<file path="config.mk">
export PLATFORM = sky130hd
export DESIGN_NAME = pipe_stage_skid_flat
export DESIGN_NICKNAME = d
export VERILOG_FILES = /design/src/rtl/pipe_stage_skid_if.sv /design/src/rtl/pipe_stage_skid.sv /design/src/flat_wrapper.sv
export SDC_FILE = /design/constraint.sdc
export NUM_CORES = 1
export LEC_CHECK = 0
export CORE_AREA = 2 2 86 121
export DETAILED_ROUTE_END_ITERATION = 7
export DIE_AREA = 0 0 88 123
export PLACE_DENSITY_LB_ADDON = 0.2
export SYNTH_ARGS = -nofsm -noshare
export SYNTH_HDL_FRONTEND = slang
export SYNTH_SLANG_ARGS = --single-unit
</file>
<file path="constraint.sdc">
create_clock -name clk -period 3.2 [get_ports clk]
set_clock_uncertainty 0.05 [all_clocks]
set_input_delay 0.8 -clock clk [delete_from_list [all_inputs] [get_ports clk]]
set_output_delay 0.8 -clock clk [all_outputs]
set_load 0.005 [all_outputs]
</file>
<file path="src/rtl/pipe_stage_skid_if.sv">
// Valid/ready/data handshake bundle used on both sides of a pipeline stage.
//
// Modports:
//   master - drives valid and data, observes ready (the producing side)
//   slave  - observes valid and data, drives ready (the consuming side)
//
// Signals:
//   valid  producer has a live payload on data
//   ready  consumer can take the payload this cycle
//   data   payload, DATA_W bits

interface pipe_stage_skid_if #(
  parameter int unsigned DATA_W = 32
) ();

  logic              valid;
  logic              ready;
  logic [DATA_W-1:0] data;

  modport master (
    output valid,
    output data,
    input  ready
  );

  modport slave (
    input  valid,
    input  data,
    output ready
  );

endinterface

</file>
<file path="src/rtl/pipe_stage_skid.sv">
// Elastic pipeline stage with a one-entry skid buffer.
//
// A head register (main) drives the downstream payload. A second register (skid) catches the
// one payload that can still arrive after downstream stalls. Because of the skid register,
// in_ready can be registered: it only depends on the stage's own next state, never on
// out_ready in the same cycle. This cuts the ready path between stages.
//
// Whenever out_valid is low, out_data shows NOP_DATA. This lets a bubble look like a harmless
// instruction downstream. A saturating counter records cycles where a payload was held but
// downstream refused it.
//
// Parameters:
//   DATA_W    payload width
//   NOP_DATA  value shown on out_data while out_valid is low
//   CNT_W     stall counter width
//
// Ports:
//   clk        clock; all state changes on the rising edge
//   rst        synchronous active-high reset; overrides flush
//   flush      drop the held entries and any incoming payload this cycle
//   in_if      upstream side (slave):  valid/data in, registered ready out
//   out_if     downstream side (master): valid/data out, ready in
//   stall_cnt  cycles with out_valid=1 and out_ready=0, saturating, cleared only by rst

module pipe_stage_skid #(
  parameter int unsigned       DATA_W   = 32,
  parameter logic [DATA_W-1:0] NOP_DATA = DATA_W'(32'h0000_4000),
  parameter int unsigned       CNT_W    = 16
) (
  input  logic                    clk,
  input  logic                    rst,
  input  logic                    flush,
  pipe_stage_skid_if.slave        in_if,
  pipe_stage_skid_if.master       out_if,
  output logic [CNT_W-1:0]        stall_cnt
);

  typedef enum logic [1:0] {
    StEmpty,
    StOne,
    StFull
  } state_e;

  state_e            state_q;
  logic [DATA_W-1:0] main_q;
  logic [DATA_W-1:0] skid_q;
  logic              in_ready_q;
  logic              out_valid_q;
  logic [CNT_W-1:0]  stall_cnt_q;

  logic accept;
  logic drain;

  assign accept = in_if.valid & in_ready_q;
  assign drain  = out_valid_q & out_if.ready;

  // The FSM and its registered flags are updated together. in_ready_q and out_valid_q are
  // always the decoded form of the state being entered. This keeps both outputs free of
  // combinational logic.
  always_ff @(posedge clk) begin
    if (rst || flush) begin
      // A flush drops the held entries and any incoming payload. A drain in the same cycle
      // is still taken by downstream, so nothing extra is needed for it here.
      state_q     <= StEmpty;
      main_q      <= NOP_DATA;
      skid_q      <= NOP_DATA;
      in_ready_q  <= 1'b1;
      out_valid_q <= 1'b0;
    end else begin
      case (state_q)
        StEmpty: begin
          if (accept) begin
            main_q      <= in_if.data;
            state_q     <= StOne;
            out_valid_q <= 1'b1;
          end
        end
        StOne: begin
          if (accept && drain) begin
            // The head leaves and the new payload takes its place in the same cycle.
            main_q <= in_if.data;
          end else if (accept) begin
            // Downstream stalled. Park the late arrival in the skid register, then close
            // the input.
            skid_q     <= in_if.data;
            state_q    <= StFull;
            in_ready_q <= 1'b0;
          end else if (drain) begin
            state_q     <= StEmpty;
            out_valid_q <= 1'b0;
          end
        end
        StFull: begin
          // in_ready is low here, so only a drain can happen.
          if (drain) begin
            main_q     <= skid_q;
            state_q    <= StOne;
            in_ready_q <= 1'b1;
          end
        end
        default: begin
          state_q     <= StEmpty;
          main_q      <= NOP_DATA;
          skid_q      <= NOP_DATA;
          in_ready_q  <= 1'b1;
          out_valid_q <= 1'b0;
        end
      endcase
    end
  end

  // Counts only real stalls: a held payload that downstream refused. Flush does not clear it.
  always_ff @(posedge clk) begin
    if (rst) begin
      stall_cnt_q <= '0;
    end else if (out_valid_q && !out_if.ready && (stall_cnt_q != {CNT_W{1'b1}})) begin
      stall_cnt_q <= stall_cnt_q + CNT_W'(1);
    end
  end

  assign in_if.ready  = in_ready_q;
  assign out_if.valid = out_valid_q;
  // Stale main contents are hidden behind NOP_DATA whenever nothing live is held.
  assign out_if.data  = out_valid_q ? main_q : NOP_DATA;
  assign stall_cnt    = stall_cnt_q;

  // The registered flags must always agree with the state encoding.
  ready_matches_state: assert property (@(posedge clk) disable iff (rst)
    in_ready_q == (state_q != StFull));
  valid_matches_state: assert property (@(posedge clk) disable iff (rst)
    out_valid_q == (state_q != StEmpty));

endmodule

</file>
<file path="src/flat_wrapper.sv">
// flat-port wrapper written by rule: the top's interface ports become plain ports
module pipe_stage_skid_flat 
#(
  parameter int unsigned       DATA_W   = 32,
  parameter logic [DATA_W-1:0] NOP_DATA = DATA_W'(32'h0000_4000),
  parameter int unsigned       CNT_W    = 16
)
  (clk, rst, flush, stall_cnt, in_if_valid, in_if_data, in_if_ready, out_if_valid, out_if_data, out_if_ready);
  pipe_stage_skid_if #(.DATA_W(DATA_W)) in_if_i ();
  pipe_stage_skid_if #(.DATA_W(DATA_W)) out_if_i ();
  input  logic clk;
  input  logic rst;
  input  logic flush;
  output logic [CNT_W-1:0] stall_cnt;
  input wire logic [$bits(in_if_i.valid)-1:0] in_if_valid;
  input wire logic [$bits(in_if_i.data)-1:0] in_if_data;
  output wire logic [$bits(in_if_i.ready)-1:0] in_if_ready;
  output wire logic [$bits(out_if_i.valid)-1:0] out_if_valid;
  output wire logic [$bits(out_if_i.data)-1:0] out_if_data;
  input wire logic [$bits(out_if_i.ready)-1:0] out_if_ready;
  assign in_if_i.valid = in_if_valid;
  assign in_if_i.data = in_if_data;
  assign in_if_ready = in_if_i.ready;
  assign out_if_valid = out_if_i.valid;
  assign out_if_data = out_if_i.data;
  assign out_if_i.ready = out_if_ready;
  pipe_stage_skid #(.DATA_W(DATA_W), .NOP_DATA(NOP_DATA), .CNT_W(CNT_W)) u_core (.clk(clk), .rst(rst), .flush(flush), .in_if(in_if_i), .out_if(out_if_i), .stall_cnt(stall_cnt));
endmodule
</file>
==> flow_summary.ini <==
[synth]
yosysWarnings = 0
synth.most_common_cell = dfxtp_1
synth-edff-count = 0
ys_ff_latch = 84
netlist_area_um2 = 4260
synth_area_leaders = dfxtp_1 (40%), mux2i_1 (7.5%), nand2_1 (6.4%)
ys_seq_area_share_pct = 39.5
syn_inst = 511
synth_top_area_share_pct = 39.5
avgSynthCellArea_um2 = 8.33
yosysTopAreaCell = dfxtp_1
ys_async_sr_fraction_pct = 0
syn-num-nets = 549
ys.flop_type = dfxtp_1
synth.distinct_cells = 47
synth_commonest_cells = dfxtp_1 (84), nand2_1 (73), nor2_1 (51)

[detailed_routing]
ant_nets = 0
drt_first_iter_violations = 212
drcViolationCount = 0
routed_via_density = 5.25
routedWlPerCell_um = 14.6
vias = 3787
dr.pass1.iters = 4
wirelength_um = 10500

[clock_network]
htree_levels = 3
cts_hold_buf = 0
clock_path_buffers = 2
clock_latency_ps = 340
clock_sinks = 84
postCtsSetupRepairBufs = 0
cts_root_buf = clkbuf_16
clk_pin_slew_ps = 60
cts_buffers = 9
cts_resized = 0
cts_tree = built

[placed_design]
io_buffer_count = 86
dpl_worst_slack_ps = 518
gp_congestion = 0.850
hpwlAfterDp_um = 7070
place_area_um2 = 5210

[timing]
hold_violations = 0
min_period_ps = 2740
setup_violations = 0
finalCritPeriodShare_pct = 85.5
fmaxAchievable_mhz = 365
fin_ws_ps = 463
rsz0062_at_grt = no
max_slew_margin_pct = 50.0
timing.hold.ws_ps = 444
drv_slew = 0
tightest_slew_ps = 750
tns_ps = 0

[final_layout]
utilization_pct = 56.9
drive_above_1_share_pct = 7.68
final_cell_area_um2 = 5540
nets = 619
multiInputGateArea_um2 = 2340
syn_to_final_growth_pct = 30.2
final-seq-area_um2 = 1690
diodes = 0
fill_cells = 890

[pwr]
clkPwrFrac_pct = 45.8
p_int_w = 0.00190
power_leakage_nw = 2.00
switchingPower_w = 0.000554
pwr-share-seq_pct = 44.5
pwr-share-comb_pct = 9.7
power.density_nw_per_um2 = 443
swShare_pct = 22.6
ir_worst_vdd_uv = 281

[status]
status = finished, final reports clean

[worst_setup_path]
path_class = reg2out
critPathLaunchType = register
cp.required_ps = 2350
r2r-start = u_core.state_q[0]
reg2reg_slack_ps = 1050
r2r_cells = 6
cp_max_fo = 26
endpoint_kind = output pin
r2r_end = u_core.skid_q[25]
arrival_ps = 1890

[floorplanning]
core-area_um2 = 9740
pin_count = 87
row_count = 43
die_h_um = 123
die_x_um = 88
initial_core_util_pct = 43.7
dieArea_um2 = 10800

[job]
maxCapViolCount = 0

[min_path]
min_from = u_core.main_q[14]
whs_endpoint = u_core.main_q[14]
min_path_type = reg2reg
hold_depth = 2

[grt]
gr-total-overflow = 0
grt_pass1_vias = 3687
grt.total_usage_pct = 20.1
antenna_found_initial = 0
grt_max_degree = 37
grt_pass1_wl_um = 17000
-- logic make-up (layout without fill, tap and decap cells) --
family                   after synthesis  in the layout  share of synthesized area [%]
AO/OA/AOI/OAI                        121            121                           19.5
multiplexers                          32             32                           7.53
flip-flops                            84             84                           39.5
adder cells (fa/ha/maj)                1              1                          0.294
AND/OR/NAND/NOR                      221            221                           25.8
XOR/XNOR                               9              9                           1.85
buffers and inverters                 43            118                           5.59
-- how the worst max path moves through the flow --
| stage | startpoint | endpoint | slack, ps | cells after the start |
|---|---|---|---|---|
| detailed placement | out_if_ready | u_core.skid_q[25] | 520 | 7 |
| floorplan | out_if_ready | u_core.skid_q[22] | 1280 | 7 |
| global placement | out_if_ready | u_core.skid_q[19] | 620 | 7 |
| global route | u_core.out_if.valid | out_if_data[18] | 330 | 3 |
| finish | u_core.out_if.valid | out_if_data[5] | 460 | 3 |
| CTS | u_core.out_if.valid | out_if_data[5] | 410 | 3 |
-- flip-flops by register name (all words and copies together) (netlist names) --
name,count
u_core.in_if.ready,1
u_core.main_q,32
u_core.out_if.valid,1
u_core.skid_q,32
u_core.stall_cnt,16
u_core.state_q,2
-- worst max-delay path: stages (launching register included) --
cell	delay (ps)
dfxtp_1	630
buf_12	240
and2_1	170
clkdlybuf4s50_1	500
-- through the flow --
step                      power, W  instances
after floorplan            0.00125        511
after global placement     0.00135        705
after detailed placement   0.00136        705
after CTS                  0.00248        721
after global routing       0.00254        721
final                      0.00246        721
-- layout make-up --
type / instances / area share, %
clock buffers: 13 / 5.26
clock inverters: 3 / 0.723
inverters: 4 / 0.271
multi-input cells: 384 / 42.2
flip-flops and latches: 84 / 30.4
well taps: 135 / 3.05
repair buffers: 98 / 18.1
-- layout by cell type (no fill, tap or decap), types with 5 or more instances in the layout --
| master | Yosys | routed |
|---|---|---|
| nand2_1 | 73 | 73 |
| buf_4 | 5 | 8 |
| mux2i_1 | 32 | 32 |
| nand3_1 | 8 | 8 |
| a31oi_1 | 5 | 5 |
| xnor2_1 | 9 | 9 |
| clkbuf_16 | 0 | 10 |
| a21oi_1 | 38 | 38 |
| and2_1 | 31 | 31 |
| clkdlybuf4s50_1 | 0 | 86 |
| dfxtp_1 | 84 | 83 |
| nor2b_1 | 28 | 28 |
| o21a_1 | 30 | 30 |
| nor2_1 | 51 | 50 |
| a211oi_1 | 32 | 32 |
-- power groups by stage --
stage / clock (W) / combinational (W) / sequential [W]
2_1_floorplan: 0 / 0.000144 / 0.00111
4_1_cts: 0.00115 / 0.000240 / 0.00109
3_3_place_gp: 0 / 0.000232 / 0.00112
5_1_grt: 0.00118 / 0.000262 / 0.00110
6_report: 0.00113 / 0.000238 / 0.00109
3_5_place_dp: 0 / 0.000238 / 0.00112
-- routing by layer --
metal  vias up  part of all wire (%)  GRT usage (%)
li1       1891                     -              -
met4         0                   2.3           9.23
met1      1793                    43           23.0
met2        83                    51           35.5
met5         -                     0              0
met3        20                   3.8           3.81
No activity file was read; power rests on OpenSTA's default activity.
